==> src/rtl/pico_io_bank.sv <==
// I/O bank for the PicoBlaze port bus: output registers, synchronised input channels,
// per-channel change capture and an acknowledged, maskable interrupt.
module pico_io_bank #(
  parameter int         N_OUT    = 4,
  parameter int         N_IN     = 4,
  parameter logic [7:0] OUT_BASE = 8'h00,
  parameter logic [7:0] IN_BASE  = 8'h10,
  parameter logic [7:0] MASK_ID  = OUT_BASE + 8'(N_OUT)
) (
  input  logic              clk,
  input  logic              cpu_reset,
  input  logic [7:0]        port_id,
  input  logic [7:0]        out_port,
  input  logic              write_strobe,
  input  logic              k_write_strobe,
  input  logic              read_strobe,
  output logic [7:0]        in_port,
  input  logic [8*N_IN-1:0] ext_in,
  output logic [8*N_OUT-1:0] ext_out,
  output logic              interrupt,
  input  logic              interrupt_ack
);

  localparam logic [7:0] STATUS_ID = IN_BASE + 8'(N_IN);

  typedef enum logic [1:0] {S_IDLE, S_ASSERT, S_HOLD} state_t;

  logic [N_OUT-1:0][7:0] r_out;
  logic [N_IN-1:0][7:0]  r_sync1, r_sync2, r_prev;
  logic [N_IN-1:0]       r_pending, r_mask;
  logic [7:0]            r_in_port;
  logic                  r_interrupt;
  state_t                r_state;

  logic [N_OUT-1:0]      w_out_we;
  logic                  w_mask_we;
  logic [N_IN-1:0]       w_change;
  logic [7:0]            w_rdata;
  logic                  w_status_rd;
  logic                  w_irq;

  // NOTE: every signal gets a default before the decode so no path leaves it unassigned (no latch).
  // write_strobe owns the cycle when both strobes fire; k_write_strobe only sees the low nibble.
  always_comb begin
    w_out_we  = '0;
    w_mask_we = 1'b0;
    if (write_strobe) begin
      for (int i = 0; i < N_OUT; i++)
        if (port_id == OUT_BASE + 8'(i)) w_out_we[i] = 1'b1;
      w_mask_we = (port_id == MASK_ID);
    end else if (k_write_strobe) begin
      for (int i = 0; i < N_OUT; i++)
        if (port_id[3:0] == OUT_BASE[3:0] + 4'(i)) w_out_we[i] = 1'b1;
      w_mask_we = (port_id[3:0] == MASK_ID[3:0]);
    end
  end

  always_comb begin
    w_rdata = 8'h00;
    for (int i = 0; i < N_IN; i++)
      if (port_id == IN_BASE + 8'(i)) w_rdata = r_sync2[i];
    if (port_id == STATUS_ID) w_rdata = 8'(r_pending);
    if (port_id == MASK_ID)   w_rdata = 8'(r_mask);
  end

  always_comb begin
    for (int i = 0; i < N_IN; i++) w_change[i] = (r_sync2[i] != r_prev[i]);
  end

  assign w_status_rd = read_strobe && (port_id == STATUS_ID);
  assign w_irq       = |(r_pending & r_mask);

  // NOTE: sequential state uses non-blocking assignments so every flop samples pre-edge values.
  always_ff @(posedge clk) begin
    if (cpu_reset) begin
      r_out     <= '0;
      r_mask    <= '0;
      r_pending <= '0;
      r_in_port <= 8'h00;
      r_sync1   <= '0;
      r_sync2   <= '0;
      r_prev    <= '0;
    end else begin
      for (int i = 0; i < N_OUT; i++)
        if (w_out_we[i]) r_out[i] <= out_port;
      if (w_mask_we) r_mask <= out_port[N_IN-1:0];
      r_sync1   <= ext_in;
      r_sync2   <= r_sync1;
      r_prev    <= r_sync2;
      r_in_port <= w_rdata;
      // A change seen in the same cycle as a STATUS read survives the clear.
      r_pending <= (w_status_rd ? '0 : r_pending) | w_change;
    end
  end

  always_ff @(posedge clk) begin
    if (cpu_reset) begin
      r_state     <= S_IDLE;
      r_interrupt <= 1'b0;
    end else begin
      case (r_state)
        S_IDLE: if (w_irq) begin
          r_state     <= S_ASSERT;
          r_interrupt <= 1'b1;
        end
        S_ASSERT: if (interrupt_ack) begin
          r_state     <= S_HOLD;
          r_interrupt <= 1'b0;
        end
        S_HOLD: if (!w_irq) r_state <= S_IDLE;
        default: begin
          r_state     <= S_IDLE;
          r_interrupt <= 1'b0;
        end
      endcase
    end
  end

  assign ext_out   = r_out;
  assign in_port   = r_in_port;
  assign interrupt = r_interrupt;

endmodule
==> config.mk <==
export PLATFORM = sky130hd
export DESIGN_NAME = pico_io_bank
export DESIGN_NICKNAME = d
export VERILOG_FILES = /design/src/rtl/pico_io_bank.sv
export SDC_FILE = /design/constraint.sdc
export NUM_CORES = 1
export LEC_CHECK = 0
export CAP_MARGIN = 0
export CORE_MARGIN = 8
export CORE_UTILIZATION = 44
export CTS_CLUSTER_DIAMETER = 100
export DETAILED_ROUTE_END_ITERATION = 6
export GPL_ROUTABILITY_DRIVEN = 0
export HOLD_SLACK_MARGIN = 0.06
export PLACE_DENSITY_LB_ADDON = 0.3
export SLEW_MARGIN = 5
export SYNTH_ARGS = -nofsm -noshare
export SYNTH_HDL_FRONTEND = slang
export SYNTH_SLANG_ARGS = --single-unit
export TNS_END_PERCENT = 100
==> constraint.sdc <==
create_clock -name clk -period 2.2 [get_ports clk]
set_input_delay 0.44 -clock clk [delete_from_list [all_inputs] [get_ports clk]]
set_output_delay 0.44 -clock clk [all_outputs]
set_load 0.005 [all_outputs]
==> metrics.txt <==
I/O pins=95; fraction of final layout cells sized beyond drive strength 1=0.0943; worst min-delay path category=in2reg; Final ANT Viol Nets=0; Final setup viols=0; TritonRoute pass-1 iters=4; syn_area_per_cell=11.1 um2; first-pass GRT wire length=around 18 mm; Warnings, synthesis=0; post-synth design cell area=roughly 5300 um2; via count=roughly 3500; starting density of the core=0.443; Worst-path clk slew=around 0.05 ns; Most used DFF post-synth=dfxtp_1; Clk Latency, worst-skew pair=roughly 0.40 ns; CTS Hold Bufs=0; crit path DAT=roughly 2.1 ns; fin nets=around 620; Routed wire per std cell=between 15 and 20 um; n_diodes=0; row cnt=40; Mapped Nets=527; Pleak=between 2 and 3 nW; final wirelength=roughly 11 mm; total power=slightly above 6 mW; maximum VDD drop=~0.57 mV; Sequential Power Share=0.452; post-CTS sizing=0; Post-synth EDFFs=0; Final Cycle Share=0.825; DRC viols=0; Layout fillers=just under 1000; Switching Fraction=0.196; commonest cells after routing, fill and taps aside=dfxtp_1 (147), nor2b_1 (93), clkdlybuf4s50_1 (93); Mapped Cells=473; area of the multi-input gates=~2100 um2; Worst setup EP type=flop; Post-DP HPWL=about 8.1 mm; Core ar.=approximately 12000 um2; worst-path fanout max=8; Slew @ Worst Pin=approximately 0.59 ns; Period minus WS final=around 1.8 ns; dpl cells=roughly 700; die width=between 100 and 150 um; vias in the first global route=3537; Clock power frac=0.491; die area=15700 um2; Die Y=roughly 130 um; CP Launch Type=primary input; combinational share of power=0.057; buffer depth of the longest clock path=2; GRT overflow=0; Area Growth Syn to Fin=32.1%; CTS Buf Count=17; Max transition margin=0.605; Psw=1.21 mW; routed vias/inst=between 4 and 5; Final Hold Vio Count=0; H-tree lvl count=4; synthesized flop and latch total=147; pwr dens=roughly 900 nW/um2; Setup CP Type=in2reg; PortBufs=94; status=finished clean; Max Cap Violations=0; largest net degree at the start of global routing=62; final slew viol count=0; placed inst area=approximately 6300 um2; Req. time, crit path=between 2 and 3 ns; hold slack=between 0.3 and 0.4 ns; CTS Root Cell=clkbuf_16; antenna violations before repair=1; DR iter-0 viols=187; sequential area share after synthesis=0.560; Sequential Area=about 2900 um2; Pint=between 4 and 5 mW; Post-Layout Cell Count=between 700 and 800; Max Clk Rate=551 MHz; CTS tree=yes; Setup Fix Bufs, Post-CTS=0; final instance area=slightly below 7000 um2; setup TNS=0 ns; post-synth cell types=39; async set or reset register ratio after synthesis=0; Worst Skew=0.00560 ns; TritonCTS Sinks=about 150; Tot GR Track Use=0.146; commonest non-fill, non-tap cell in the layout=dfxtp_1; RSZ-0062 raised after global routing=false
## state kept, by name (all words and copies together) (netlist names)
| register | count |
|---|---|
| interrupt | 1 |
| r_mask | 4 |
| r_sync2 | 32 |
| in_port | 8 |
| r_prev | 32 |
| r_sync1 | 32 |
| r_pending | 4 |
| ext_out | 32 |
| r_state | 2 |
## per-layer routing
metal / track usage / part of all wire
met1: 0.173 / 0.45
met2: 0.230 / 0.47
met3: 0.0608 / 0.064
met4: 0.0552 / 0.019
met5: 0 / 0.0014
## final timing paths
kind                    start          end  slack, ns  cells after the start
setup / recovery   port_id[3]   in_port[6]       0.38                      5
hold / removal      cpu_reset  ext_out[14]       0.39                      3
setup reg to reg  r_sync2[17]   in_port[1]       0.81                      4
hold reg to reg    r_sync1[6]   r_sync2[6]       0.43                      1
## cells in the mapped netlist, types with 2 or more instances
| cell type | number | area, um2 |
|---|---|---|
| a21oi_1 | 10 | 50.1 |
| o221ai_1 | 4 | 35.0 |
| a22oi_1 | 2 | 15.0 |
| buf_6 | 4 | 45.0 |
| mux4_2 | 3 | 67.6 |
| nand2b_1 | 47 | 294 |
| nand4b_1 | 2 | 17.5 |
| a31oi_1 | 5 | 31.3 |
| nor2_1 | 8 | 30.0 |
| and3_1 | 2 | 12.5 |
| nor4_1 | 8 | 50.1 |
| xor2_1 | 32 | 280 |
| nor3_1 | 2 | 10.0 |
| or3_1 | 3 | 18.8 |
| nand4_1 | 2 | 12.5 |
| nand3_1 | 2 | 10.0 |
| buf_2 | 2 | 10.0 |
| clkbuf_1 | 16 | 60.1 |
| nor2b_1 | 93 | 582 |
| o21ai_1 | 4 | 20.0 |
| nand2_1 | 10 | 37.5 |
| inv_1 | 6 | 22.5 |
| or3b_2 | 2 | 17.5 |
| buf_4 | 2 | 15.0 |
| mux2i_1 | 39 | 390 |
| mux2_2 | 4 | 45.0 |
| dfxtp_1 | 147 | 2940 |
## worst max-delay path, cell delays in order
cell and delay [ns]:
clkdlybuf4s50_1 0.53, nor2_2 0.38, and3_1 0.38, o221ai_1 0.21, a21oi_1 0.19
## metrics by stage
stage	worst slack, ns	util
3_5_place_dp	-0.0139	0.531
5_1_grt	0.250	0.585
6_report	0.384	0.585
2_1_floorplan	0.706	-
3_3_place_gp	0.0201	0.531
4_1_cts	0.394	0.585
## power groups by stage
stage | Sequential (mW) | Clock (mW) | Combinational [mW]
floorplan | 2.84 | 0 | 0.206
global placement | 2.85 | 0 | 0.351
detailed placement | 2.85 | 0 | 0.356
CTS | 2.80 | 3.09 | 0.359
global route | 2.80 | 3.22 | 0.392
finish | 2.80 | 3.04 | 0.356
## cell families after synthesis
family / Yosys count / synth area share
DFF: 147 / 0.560
and+or+nand+nor: 188 / 0.224
AOI/OAI and AO/OA: 28 / 0.0336
buffers and inverters: 32 / 0.0331
xor gates and xnor gates: 32 / 0.0533
muxes: 46 / 0.0957
## final cells by class
cell class	instances	area share
Clock buffer	24	0.0708
Clock inverter	8	0.0213
Multi-Input combinational cell	294	0.308
Tap cell	147	0.0265
Inverter	6	0.00324
Sequential cell	147	0.424
Timing Repair Buffer	104	0.146
Note: power is estimated with default switching activity, not from simulation.
